**config.mk**
```make
export PLATFORM = sky130hd
export DESIGN_NAME = load_store_unit
export DESIGN_NICKNAME = d
export VERILOG_FILES = /design/src/rtl/load_store_unit.sv
export SDC_FILE = /design/constraint.sdc
export NUM_CORES = 1
export LEC_CHECK = 0
export ABC_AREA = 1
export BUFFER_PORTS_ARGS = -buffer_cell sky130_fd_sc_hd__buf_2
export CELL_PAD_IN_SITES_DETAIL_PLACEMENT = 1
export CELL_PAD_IN_SITES_GLOBAL_PLACEMENT = 1
export CORE_ASPECT_RATIO = 1.75
export CORE_UTILIZATION = 43
export CTS_CLUSTER_SIZE = 14
export DETAILED_ROUTE_END_ITERATION = 6
export GPL_TIMING_DRIVEN = 0
export HOLD_SLACK_MARGIN = 0.12
export PLACE_DENSITY_LB_ADDON = 0.1
export SLEW_MARGIN = 10
export SYNTH_ARGS = -nofsm -noshare
export SYNTH_HDL_FRONTEND = slang
export SYNTH_SLANG_ARGS = --single-unit
```
**constraint.sdc**
```tcl
create_clock -name i_clk -period 5.2 [get_ports i_clk]
set_input_delay 0.26 -clock i_clk [delete_from_list [all_inputs] [get_ports i_clk]]
set_output_delay 0.26 -clock i_clk [all_outputs]
set_load 0.05 [all_outputs]
```
**src/rtl/load_store_unit.sv**
```systemverilog
// Load/store initiator for a word-wide data memory: extends sub-word loads, does SB/SH as read-modify-write.
// Optional build macro MISALIGN_TRAP_EN faults misaligned H/HU/SH/W/SW instead of silently aligning them.
module load_store_unit #(
  parameter int ADDR_WIDTH = 32,
  parameter int TIMEOUT    = 64
) (
  input  logic                  i_clk,
  input  logic                  i_rst_n,
  input  logic                  i_valid,
  input  logic                  i_we,
  input  logic [2:0]            i_funct3,
  input  logic [ADDR_WIDTH-1:0] i_addr,
  input  logic [31:0]           i_wdata,
  output logic                  o_ready,
  output logic                  o_done,
  output logic [31:0]           o_rdata,
  output logic                  o_fault,
  output logic                  o_mem_req,
  output logic                  o_mem_we,
  output logic [ADDR_WIDTH-1:0] o_mem_addr,
  output logic [31:0]           o_mem_wdata,
  input  logic                  i_mem_ready,
  input  logic [31:0]           i_mem_rdata
);

  typedef enum logic [1:0] {S_IDLE, S_RD, S_WR, S_DONE} state_t;

  localparam logic [31:0] TO_LAST = (TIMEOUT > 0) ? 32'(TIMEOUT - 1) : 32'd0;

  state_t                  state_q;
  logic                    we_q;
  logic [2:0]              funct3_q;
  logic [1:0]              lane_q;
  logic [31:0]             wdata_q;
  logic [31:0]             cnt_q;
  logic                    ready_q, done_q, fault_q, mem_req_q, mem_we_q;
  logic [31:0]             rdata_q, mem_wdata_q;
  logic [ADDR_WIDTH-1:0]   mem_addr_q;

  logic                    reject_d;
  logic                    timeout_hit_d;
  logic [31:0]             load_d;
  logic [31:0]             merge_d;

  function automatic logic [31:0] load_ext(input logic [31:0] w, input logic [2:0] f,
                                           input logic [1:0] a);
    logic [7:0]  b;
    logic [15:0] h;
    b = 8'(w >> {a, 3'b000});
    h = 16'(w >> {a[1], 4'b0000});
    case (f)
      3'b000:  return {{24{b[7]}}, b};
      3'b100:  return {24'd0, b};
      3'b001:  return {{16{h[15]}}, h};
      3'b101:  return {16'd0, h};
      default: return w;
    endcase
  endfunction

  // Only the addressed lane is replaced; the remaining lanes keep the word just read.
  function automatic logic [31:0] store_merge(input logic [31:0] w, input logic [31:0] d,
                                              input logic [2:0] f, input logic [1:0] a);
    logic [31:0] mask;
    logic [31:0] data;
    if (f[0]) begin
      mask = 32'h0000_FFFF << {a[1], 4'b0000};
      data = {2{d[15:0]}};
    end else begin
      mask = 32'h0000_00FF << {a, 3'b000};
      data = {4{d[7:0]}};
    end
    return (w & ~mask) | (data & mask);
  endfunction

  always_comb begin
    reject_d = (i_funct3 == 3'b011) || (i_funct3[2:1] == 2'b11);
`ifdef MISALIGN_TRAP_EN
    if (i_funct3[1:0] == 2'b01)
      reject_d = reject_d || i_addr[0];
    else if (i_funct3[1:0] == 2'b10)
      reject_d = reject_d || (i_addr[1:0] != 2'b00);
`endif
  end

  assign timeout_hit_d = (TIMEOUT > 0) && (cnt_q == TO_LAST);
  assign load_d        = load_ext(i_mem_rdata, funct3_q, lane_q);
  assign merge_d       = store_merge(i_mem_rdata, wdata_q, funct3_q, lane_q);

  always_ff @(posedge i_clk or negedge i_rst_n) begin
    if (!i_rst_n) begin
      state_q     <= S_IDLE;
      we_q        <= 1'b0;
      funct3_q    <= 3'd0;
      lane_q      <= 2'd0;
      wdata_q     <= 32'd0;
      cnt_q       <= 32'd0;
      ready_q     <= 1'b1;
      done_q      <= 1'b0;
      fault_q     <= 1'b0;
      rdata_q     <= 32'd0;
      mem_req_q   <= 1'b0;
      mem_we_q    <= 1'b0;
      mem_addr_q  <= '0;
      mem_wdata_q <= 32'd0;
    end else begin
      done_q  <= 1'b0;
      fault_q <= 1'b0;
      case (state_q)
        S_IDLE: begin
          if (i_valid) begin
            we_q     <= i_we;
            funct3_q <= i_funct3;
            lane_q   <= i_addr[1:0];
            wdata_q  <= i_wdata;
            cnt_q    <= 32'd0;
            ready_q  <= 1'b0;
            if (reject_d) begin
              state_q <= S_DONE;
              done_q  <= 1'b1;
              fault_q <= 1'b1;
              rdata_q <= 32'd0;
            end else begin
              mem_req_q  <= 1'b1;
              mem_addr_q <= {i_addr[ADDR_WIDTH-1:2], 2'b00};
              if (i_we && (i_funct3[1:0] == 2'b10)) begin
                state_q     <= S_WR;
                mem_we_q    <= 1'b1;
                mem_wdata_q <= i_wdata;
              end else begin
                state_q  <= S_RD;
                mem_we_q <= 1'b0;
              end
            end
          end
        end
        S_RD: begin
          if (i_mem_ready) begin
            cnt_q <= 32'd0;
            if (we_q) begin
              state_q     <= S_WR;
              mem_we_q    <= 1'b1;
              mem_wdata_q <= merge_d;
            end else begin
              state_q   <= S_DONE;
              mem_req_q <= 1'b0;
              done_q    <= 1'b1;
              rdata_q   <= load_d;
            end
          end else if (timeout_hit_d) begin
            state_q   <= S_DONE;
            mem_req_q <= 1'b0;
            done_q    <= 1'b1;
            fault_q   <= 1'b1;
            rdata_q   <= 32'd0;
          end else begin
            cnt_q <= cnt_q + 32'd1;
          end
        end
        S_WR: begin
          if (i_mem_ready || timeout_hit_d) begin
            state_q   <= S_DONE;
            mem_req_q <= 1'b0;
            mem_we_q  <= 1'b0;
            done_q    <= 1'b1;
            fault_q   <= !i_mem_ready;
            rdata_q   <= 32'd0;
          end else begin
            cnt_q <= cnt_q + 32'd1;
          end
        end
        default: begin
          state_q <= S_IDLE;
          ready_q <= 1'b1;
        end
      endcase
    end
  end

  assign o_ready     = ready_q;
  assign o_done      = done_q;
  assign o_fault     = fault_q;
  assign o_rdata     = rdata_q;
  assign o_mem_req   = mem_req_q;
  assign o_mem_we    = mem_we_q;
  assign o_mem_addr  = mem_addr_q;
  assign o_mem_wdata = mem_wdata_q;

endmodule

```
==> summary.md, run 1 <==
| Metric | Value |
|---|---|
| WL final | 42280 um |
| Worst R2R Path Depth | 8 |
| Worst r2r src | state_q[1]$_DFFE_PN0P_ |
| Total Neg Setup Slack | 0 ns |
| Final worst setup slack | roughly 2.5 ns |
| Setup Skew | roughly 0.016 ns |
| Final #Nets | roughly 1600 |
| Via Count | between 10000 and 15000 |
| Final cell count without fillers | roughly 1800 |
| Final Hold Viols | 0 |
| Die H | between 150 and 200 um |
| Port-buffer cells | roughly 200 |
| Required time worst endpoint | 5.52 ns |
| Vias in the first global route | between 10000 and 15000 |
| Initial antenna violation count | 2 |
| Hold Buf Count CTS | 43 |
| DRC | 0 |
| Crit path DAT | 3.05 ns |
| Hpwl dp | about 30000 um |
| Max-cap violations | 0 |
| CTS tree | done |
| Status | finished, final reports clean |
| Max-slew violation count | 0 |
| Routability cong. | approximately 1 |
| Clk root buf | clkbuf_16 |
| Peak supply drop | around 480 uV |
| CTS H-Tree Depth | 4 |
| Reg-to-reg slack, setup | 2.46 ns |
| Drt pass-1 iters | 5 |
| Most frequent cells in the layout | 343 x nand2_1, 215 x buf_2, 154 x dfrtp_1 |
| Total CTS buffers | 17 |
| Element type at the critical path start | flop |
| Die ar. | ~22000 um2 |
| Yosys reg bits | between 150 and 200 |
| Hold Crit Depth | 3 |
| Grt total ovfl | 0 |
| Setup violators final | 0 |
| Finished Cell Area | approximately 12000 um2 |
| WL/cell | between 20 and 25 um |
| Synth warn | 0 |
| Clock buffer depth | 2 |
| Slew @ Worst Pin | about 0.69 ns |
| DRT antenna net count | 0 |
| Clk Latency, worst-skew pair | approximately 0.46 ns |
| Ys async rst share | 100.0% |
| GRT Overall Usage | 39.17% |
| Slew HR | about 54% |
| Die W | between 100 and 150 um |
| Worst-path clk slew | approximately 0.07 ns |
| Crit share post-route | a little over half |
| Reg2reg end | o_mem_wdata[8]$_DFFE_PN0P_ |
| Initial Util | between 40% and 50% |
| Power Total | 0.007823 W |
| Via/cell ratio | slightly below 6 |
| Hold Path Class | in2reg |
| DR iter-0 viols | 639 |
| Min Tclk post-route | 2.735 ns |
| Cell Area, Placed | about 11000 um2 |
| Worst-path fanout max | 10 |
| Post-synth EDFFs | 0 |
| # resized after CTS | 0 |
| Ratio of cells with drive above 1 in the final layout | between 20% and 30% |
| Distinct cells, synth | between 40 and 50 |
| Cells after synthesis | around 1300 |
| Core Area | roughly 21000 um2 |
| Synthesized area | a little over 9000 um2 |
| Boundary Pins | ~210 |
| Crit. End Element | flop |
| Hold path start | i_wdata[6] |
| Global-route wire length before repair | around 64000 um |
| Area Overhead vs Synth | 25.69% |
| Fmax | about 370 MHz |
| # clock sinks | about 160 |
| P_leak | ~5.9 nW |
| Post-CTS Setup Bufs | 0 |
| Avg Cell Area, Syn | around 7.3 um2 |
| Dpl cells | 1722 |
| Dominant synthesized flop cell | dfrtp_1 |
| Pwr Density | between 600 and 700 nW/um2 |
| Row count | 70 |
| Largest net degree at the start of global routing | about 110 |
| CP Class | reg2reg |
| RSZ-0062 raised after global routing | no |
| Most common cell after layout, fill and taps aside | nand2_1 |
| Post-synthesis sequential area ratio | 41.69% |
| Place WS | 2.629 ns |
| Hold Path End | wdata_q[6]$_DFFE_PN0P_ |
[cell families (layout without fill, tap and decap cells)]
group	Yosys count	count (layout)	share of synthesized area [%]
buffers and inverters	194	471	8.872
and+or+nand+nor	594	594	26.87
muxes	34	34	4.073
AOI/OAI and AO/OA	279	279	17.27
other	1	4	0.04029
DFF	155	155	41.69
xor gates and xnor gates	4	4	0.3764
adders and majority gates	6	6	0.8065
[cell type report]
class | count | area (um2)
fill | 2715 | 9321
multi-input combinational | 919 | 4606
sequential | 155 | 3880
timing repair buffer | 245 | 1474
inverter | 126 | 479.2
clock buffer | 18 | 429.2
buffer | 68 | 346.6
tap | 252 | 315.3
clock inverter | 14 | 163.9
antenna | 2 | 5.005
[flip-flops by register name, indices dropped and copies added, names as in the netlist]
name         flops
o_mem_addr      30
funct3_q         3
cnt_q           32
o_ready          1
o_fault          1
o_mem_we         1
o_rdata         32
state_q          2
o_mem_wdata     32
wdata_q         16
lane_q           2
we_q             1
o_mem_req        1
o_done           1
[worst max-delay path by stage]
stage,startpoint,end,slack (ns),depth (start not counted)
2_1_floorplan,cnt_q[0]$_DFFE_PN0P_,o_rdata[22]$_DFFE_PN0P_,3.34,9
3_5_place_dp,state_q[1]$_DFFE_PN0P_,o_mem_wdata[14]$_DFFE_PN0P_,2.63,8
4_1_cts,state_q[1]$_DFFE_PN0P_,o_mem_wdata[14]$_DFFE_PN0P_,2.58,8
3_3_place_gp,i_rst_n,o_rdata[30]$_DFFE_PN0P_,1.39,1
5_1_grt,state_q[1]$_DFFE_PN0P_,o_mem_wdata[8]$_DFFE_PN0P_,2.38,8
6_report,state_q[1]$_DFFE_PN0P_,o_mem_wdata[8]$_DFFE_PN0P_,2.46,8
[synthesized netlist by cell type, types with 4 or more instances]
cell type | n | area [um2]
o21bai_1 | 6 | 45.04
o21a_1 | 11 | 82.58
mux2_2 | 31 | 349.1
inv_1 | 114 | 427.9
a21oi_1 | 66 | 330.3
nor3_1 | 7 | 35.03
dfrtp_1 | 154 | 3854
nor2_1 | 113 | 424.2
xor2_1 | 4 | 35.03
o21ai_1 | 8 | 40.04
nand4_1 | 19 | 118.9
nand2_1 | 343 | 1287
clkbuf_1 | 31 | 116.4
o22a_1 | 21 | 183.9
nand3_1 | 96 | 480.5
buf_6 | 5 | 56.30
buf_4 | 9 | 67.56
o211ai_1 | 11 | 82.58
nand2_2 | 6 | 37.54
a221oi_1 | 5 | 43.79
inv_2 | 7 | 26.28
buf_2 | 15 | 75.07
buf_1 | 7 | 26.28
o21ai_0 | 143 | 715.7
ha_1 | 6 | 75.07
[where the power goes]
part	switching (W)	total [W]	internal [W]
sequential	0.000336	0.00200	0.00167
clock	0.000593	0.00131	0.000719
combinational	0.00340	0.00451	0.00110
[stage by stage]
stage          hold slack (ns)  util, %
2_1_floorplan         -0.03559        -
3_3_place_gp            0.4545    50.58
3_5_place_dp            0.1888    50.76
4_1_cts                 0.1218    55.63
5_1_grt                 0.1359    55.65
6_report                0.1229    55.65
[worst max-delay path, cell delays in order (launching register included)]
cell and delay, ns:
dfrtp_1 0.41, inv_1 0.11, ha_1 0.39, clkbuf_1 0.48
nand2_1 0.18, a21oi_4 0.35, buf_4 0.25, o21ai_0 0.16
o22a_1 0.28
[per-layer routing]
| layer | GRT usage (%) | vias up | part of all wire, % |
|---|---|---|---|
| met5 | 0 | - | 0 |
| met4 | 31.73 | 0 | 9.0 |
| met3 | 7.841 | 196 | 5.1 |
| met2 | 73.78 | 454 | 54 |
| met1 | 35.56 | 5080 | 32 |
| li1 | - | 4692 | - |
Note: power is estimated with default switching activity, not from simulation.
==> run 2, diff against run 1 <==
--- a/config.mk
+++ b/config.mk
@@ -10,7 +10,7 @@
 export CELL_PAD_IN_SITES_DETAIL_PLACEMENT = 1
 export CELL_PAD_IN_SITES_GLOBAL_PLACEMENT = 1
 export CORE_ASPECT_RATIO = 1.75
-export CORE_UTILIZATION = 43
+export CORE_UTILIZATION = 40
 export CTS_CLUSTER_SIZE = 14
 export DETAILED_ROUTE_END_ITERATION = 6
 export GPL_TIMING_DRIVEN = 0
==> constraint.sdc (replaced) <==
create_clock -name i_clk -period 2.7 [get_ports i_clk]
set_input_delay 0.135 -clock i_clk [delete_from_list [all_inputs] [get_ports i_clk]]
set_output_delay 0.135 -clock i_clk [all_outputs]
set_load 0.05 [all_outputs]
==> summary.md, run 2 (synthesis results as in run 1) <==
| Metric | Value |
|---|---|
| Status | finished, final reports clean |
| Buf/Inv on CP | 3 |
| P_sw | between 0.008 and 0.009 W |
| Min Tclk post-route | around 2.5 ns |
| CP Class | reg2reg |
| WL final | a little over 40000 um |
| Worst-path fanout max | 10 |
| Total Neg Setup Slack | 0 ns |
| Row count | 73 |
| Final #Nets | ~1700 |
| Max-slew violation count | 0 |
| Post-CTS Setup Bufs | 0 |
| Global-route wire length before repair | between 60000 and 70000 um |
| Place WS | ~0.08 ns |
| Peak supply drop | between 800 and 900 uV |
| Hpwl dp | between 30000 and 40000 um |
| Vias in the first global route | around 11000 |
| Element type at the critical path start | flop |
| WL/cell | between 20 and 25 um |
| Crit share post-route | 92.72% |
| Routability cong. | slightly below 1 |
| Hold Path Class | in2async |
| Crit. End Element | flop |
| Crit path DAT | around 2.9 ns |
| DR iter-0 viols | 527 |
| GRT Overall Usage | between 30% and 40% |
| Required time worst endpoint | just over 3 ns |
| Worst-path clk slew | roughly 0.080 ns |
| Antenna diodes | 0 |
| Dpl cells | 1770 |
| Via/cell ratio | 5.506 |
| Most frequent cells in the layout | 343 x nand2_1, 215 x buf_2, 154 x dfrtp_1 |
| Clock Power Share | between 10% and 20% |
| Final Hold Viols | 0 |
| Clk Latency, worst-skew pair | roughly 0.47 ns |
| Die W | around 120 um |
| Int Power | between 0.006 and 0.007 W |
| Worst path slowest cell | ha_1 |
| CTS tree | done |
| Initial antenna violation count | 0 |
| Initial Util | between 40% and 50% |
| Top delay family on crit path | compound AO/OA/AOI/OAI gates |
| Ratio of cells with drive above 1 in the final layout | between 20% and 30% |
| Max incr delay on CP | between 0.4 and 0.5 ns |
| Max-cap violations | 0 |
| Area Overhead vs Synth | 29.52% |
| CTS H-Tree Depth | 4 |
| Fill cells | between 2000 and 3000 |
| Port-buffer cells | between 200 and 250 |
| Switching Fraction | 54.40% |
| Setup violators final | 0 |
| Core Area | approximately 23000 um2 |
| Slew @ Worst Pin | ~0.75 ns |
| Largest net degree at the start of global routing | ~110 |
| DRC | 0 |
| Grt total ovfl | 0 |
| Die ar. | 23910 um2 |
| Slew HR | around half |
| Sequential power share | 25.3% |
| Critical Path, Cell by Cell | inv_1 > ha_1 > clkbuf_2 > nand2_1 > a21oi_4 > buf_4 > o21ai_0 > o22a_1 |
| Most common cell after layout, fill and taps aside | nand2_1 |
| Via Count | roughly 10000 |
| # clock sinks | between 150 and 200 |
| P_leak | ~6.0 nW |
| Final cell count without fillers | about 1900 |
| Total CTS buffers | 17 |
| RSZ-0062 raised after global routing | no |
| Boundary Pins | slightly above 200 |
| Fmax | 399.5 MHz |
| Drt pass-1 iters | 5 |
| Pwr Density | 1240 nW/um2 |
| Die H | 203.8 um |
| Clk root buf | clkbuf_16 |
| Clock buffer depth | 2 |
| Comb pwr share | 57.6% |
| DRT antenna net count | 0 |
| Setup Skew | 0.01626 ns |
| Final Util | between 50% and 60% |
| Final worst setup slack | between 0.15 and 0.2 ns |
-- run 2: cell type report --
type / instances / area (um2) / share of cell area [%]
Clock inverter: 11 / 135.1 / 1.121
Tap cell: 300 / 375.4 / 3.114
Multi-Input combinational cell: 919 / 4606 / 38.20
Timing Repair Buffer: 274 / 1764 / 14.63
Sequential cell: 155 / 3880 / 32.18
Inverter: 126 / 479.2 / 3.975
Buffer: 68 / 349.1 / 2.896
Clock buffer: 20 / 466.7 / 3.871
-- run 2: metal layers --
metal	track usage, %	routed length (um)
met1	32.51	13570
met5	0	0
met4	27.32	3143
met2	67.60	22470
met3	6.991	1901
-- run 2: path summary, 6_finish.rpt --
| check | to | cells past startpoint | start | slack, ns |
|---|---|---|---|---|
| worst max-delay path | o_mem_wdata[26]$_DFFE_PN0P_ | 8 | state_q[1]$_DFFE_PN0P_ | 0.20 |
| worst min-delay path | cnt_q[31]$_DFFE_PN0P_ | 2 | i_rst_n | 0.16 |
| worst max register to register | o_mem_wdata[26]$_DFFE_PN0P_ | 8 | state_q[1]$_DFFE_PN0P_ | 0.20 |
| worst min register to register | o_rdata[8]$_DFFE_PN0P_ | 2 | o_rdata[8]$_DFFE_PN0P_ | 0.48 |
| max in group asynchronous | o_rdata[24]$_DFFE_PN0P_ | 3 | i_rst_n | 1.65 |
| min in group i_clk | o_mem_wdata[15]$_DFFE_PN0P_ | 4 | i_mem_rdata[15] | 0.16 |
-- run 2: metrics by stage --
stage               cell area (um2)  total power, W  hold WS [ns]
global route                  12060         0.01567        0.1925
CTS                           12050         0.01480        0.1260
detailed placement            10730         0.01213       0.07456
finish                        12060         0.01495        0.1555
floorplan                      9311        0.009557       -0.1606
global placement              10690         0.01194        0.3661
-- run 2: what timing repair did --
item | in CTS | in global routing
resized for setup | 0 | 4
setup endpoints to repair | 0 | 27
hold buffers | 72 | 0
hold endpoints to repair | 241 | 0
-- run 2: power groups by stage --
stage / registers (W) / logic, W / clock network (W)
after floorplan: 0.00611 / 0.00345 / 0
after CTS: 0.00373 / 0.00850 / 0.00256
after global placement: 0.00371 / 0.00823 / 0
final: 0.00379 / 0.00861 / 0.00255
after global routing: 0.00387 / 0.00915 / 0.00265
after detailed placement: 0.00376 / 0.00837 / 0
==> run 3, diff against run 2 <==
--- a/config.mk
+++ b/config.mk
@@ -16,6 +16,7 @@
 export GPL_TIMING_DRIVEN = 0
 export HOLD_SLACK_MARGIN = 0.12
 export PLACE_DENSITY_LB_ADDON = 0.1
+export RECOVER_POWER = 100
 export SLEW_MARGIN = 10
 export SYNTH_ARGS = -nofsm -noshare
 export SYNTH_HDL_FRONTEND = slang
==> summary.md, run 3 (synthesis results as in run 1) <==
| Metric | Value |
|---|---|
| Peak supply drop | roughly 840 uV |
| Port-buffer cells | 201 |
| Status | finished, final reports clean |
| Crit. End Element | flop |
| CP Class | reg2reg |
| Antenna diodes | 0 |
| Finished Cell Area | 11870 um2 |
| Most frequent cells in the layout | 344 x nand2_1, 154 x dfrtp_1, 145 x o21ai_0 |
| Worst-path fanout max | 10 |
| Final Hold Viols | 0 |
| Crit share post-route | between 90% and 100% |
| Drt pass-1 iters | 5 |
| Via Count | just over 10000 |
| Element type at the critical path start | flop |
| Fill cells | between 2000 and 3000 |
| Place WS | between 0.07 and 0.08 ns |
| DRT antenna net count | 0 |
| Core Area | around 23000 um2 |
| RSZ-0062 raised after global routing | no |
| Most common cell after layout, fill and taps aside | nand2_1 |
| DRC | 0 |
| DR iter-0 viols | 523 |
| Cell Area, Placed | approximately 11000 um2 |
| Final worst setup slack | about 0.15 ns |
| Boundary Pins | slightly above 200 |
| Clk Latency, worst-skew pair | between 0.4 and 0.5 ns |
| Setup violators final | 0 |
| Final cell count without fillers | about 1900 |
| Max-cap violations | 0 |
| Vias in the first global route | ~11000 |
| Initial Util | ~40% |
| Required time worst endpoint | approximately 3.1 ns |
| Clk root buf | clkbuf_16 |
| Pwr Density | 1237 nW/um2 |
| Max-slew violation count | 0 |
| Initial antenna violation count | 0 |
| # clock sinks | around 160 |
| Routability cong. | slightly below 1 |
| Register area | 3880 um2 |
| Crit path DAT | 2.90 ns |
| Largest net degree at the start of global routing | 106 |
| Grt total ovfl | 0 |
| Via/cell ratio | 5.513 |
| Ratio of cells with drive above 1 in the final layout | 13.80% |
| Fmax | ~400 MHz |
| Dpl cells | 1770 |
| Die H | approximately 200 um |
| Slew HR | 2.670% |
| Min Tclk post-route | ~2.6 ns |
| Die W | ~120 um |
| Final #Nets | around 1700 |
| Area Overhead vs Synth | 27.53% |
| Hold Path Class | in2reg |
| CTS H-Tree Depth | 4 |
| WL/cell | ~22 um |
| Row count | 73 |
| Total CTS buffers | 17 |
| CTS tree | done |
| Multi-input logic area | 4587 um2 |
| Hpwl dp | just over 30000 um |
| Global-route wire length before repair | around 63000 um |
| Slew @ Worst Pin | between 1 and 1.5 ns |
| Clock buffer depth | 2 |
| Setup Skew | around 0.014 ns |
| P_leak | around 5.7 nW |
| WL final | between 40000 and 50000 um |
| Hold Slack | roughly 0.16 ns |
| GRT Overall Usage | a little over a third |
| Die ar. | 23910 um2 |
| Worst-path clk slew | around 0.070 ns |
## run 3: changes by cell type in the layout (fill, tap and decap cells not counted), sizes merged
cell and delta:
buf -105, clkbuf +105
## run 3: path summary, 6_finish.rpt
kind,cells after the start,slack [ns],start,to
min reg2reg,2,0.48,o_rdata[8]$_DFFE_PN0P_,o_rdata[8]$_DFFE_PN0P_
max reg2reg,11,0.15,cnt_q[0]$_DFFE_PN0P_,cnt_q[24]$_DFFE_PN0P_
max,11,0.15,cnt_q[0]$_DFFE_PN0P_,cnt_q[24]$_DFFE_PN0P_
max in group asynchronous,3,0.51,i_rst_n,o_rdata[21]$_DFFE_PN0P_
min,4,0.16,i_mem_rdata[24],o_mem_wdata[24]$_DFFE_PN0P_
min in group asynchronous,2,0.52,i_rst_n,cnt_q[31]$_DFFE_PN0P_
## run 3: per-layer routing
metal / up-vias / wire (um) / track usage, %
li1: 4741 / - / -
met3: 170 / 1972 / 6.991
met2: 356 / 22420 / 67.60
met4: 0 / 3189 / 27.32
met5: - / 0 / 0
met1: 5058 / 13490 / 32.51
## run 3: what timing repair did
item                                    4_1_cts  5_1_grt
hold endpoints to repair                    241        0
endpoints found under the setup margin        0       27
hold buffers                                 72        0
gates resized for setup                       0        4
buffers inserted                              0        0
## run 3: report_power, final
group	total, W	switching, W	internal (W)
clock network	0.00255	0.00111	0.00144
registers	0.00381	0.000594	0.00322
logic	0.00832	0.00642	0.00190
## run 3: worst max-delay path, stage by stage, from the launching register on
cell and delay (ns):
dfrtp_1 0.54, ha_1 0.36, nand3_4 0.15, nor2_1 0.18
nand2_1 0.15, nor2_1 0.31, nand2_1 0.11, nand2_2 0.09
nor2_4 0.08, buf_2 0.24, nand3_1 0.13, nand2_1 0.07
## run 3: per-stage QoR
stage	utilization [%]	power, W	TNS [ns]
after floorplan	-	0.009557	0
after global placement	47.02	0.01194	-158.51
after detailed placement	47.18	0.01213	0
after CTS	53.00	0.01480	0
after global routing	52.19	0.01540	0
final	52.19	0.01468	0
## run 3: final cells by class
cell class	count	share of cell area, %
Sequential cell	155	32.69
Inverter	126	4.037
Timing Repair Buffer	274	13.60
Clock buffer	20	3.932
Multi-Input combinational cell	919	38.64
Tap cell	300	3.162
Clock inverter	11	1.138
Buffer	68	2.804
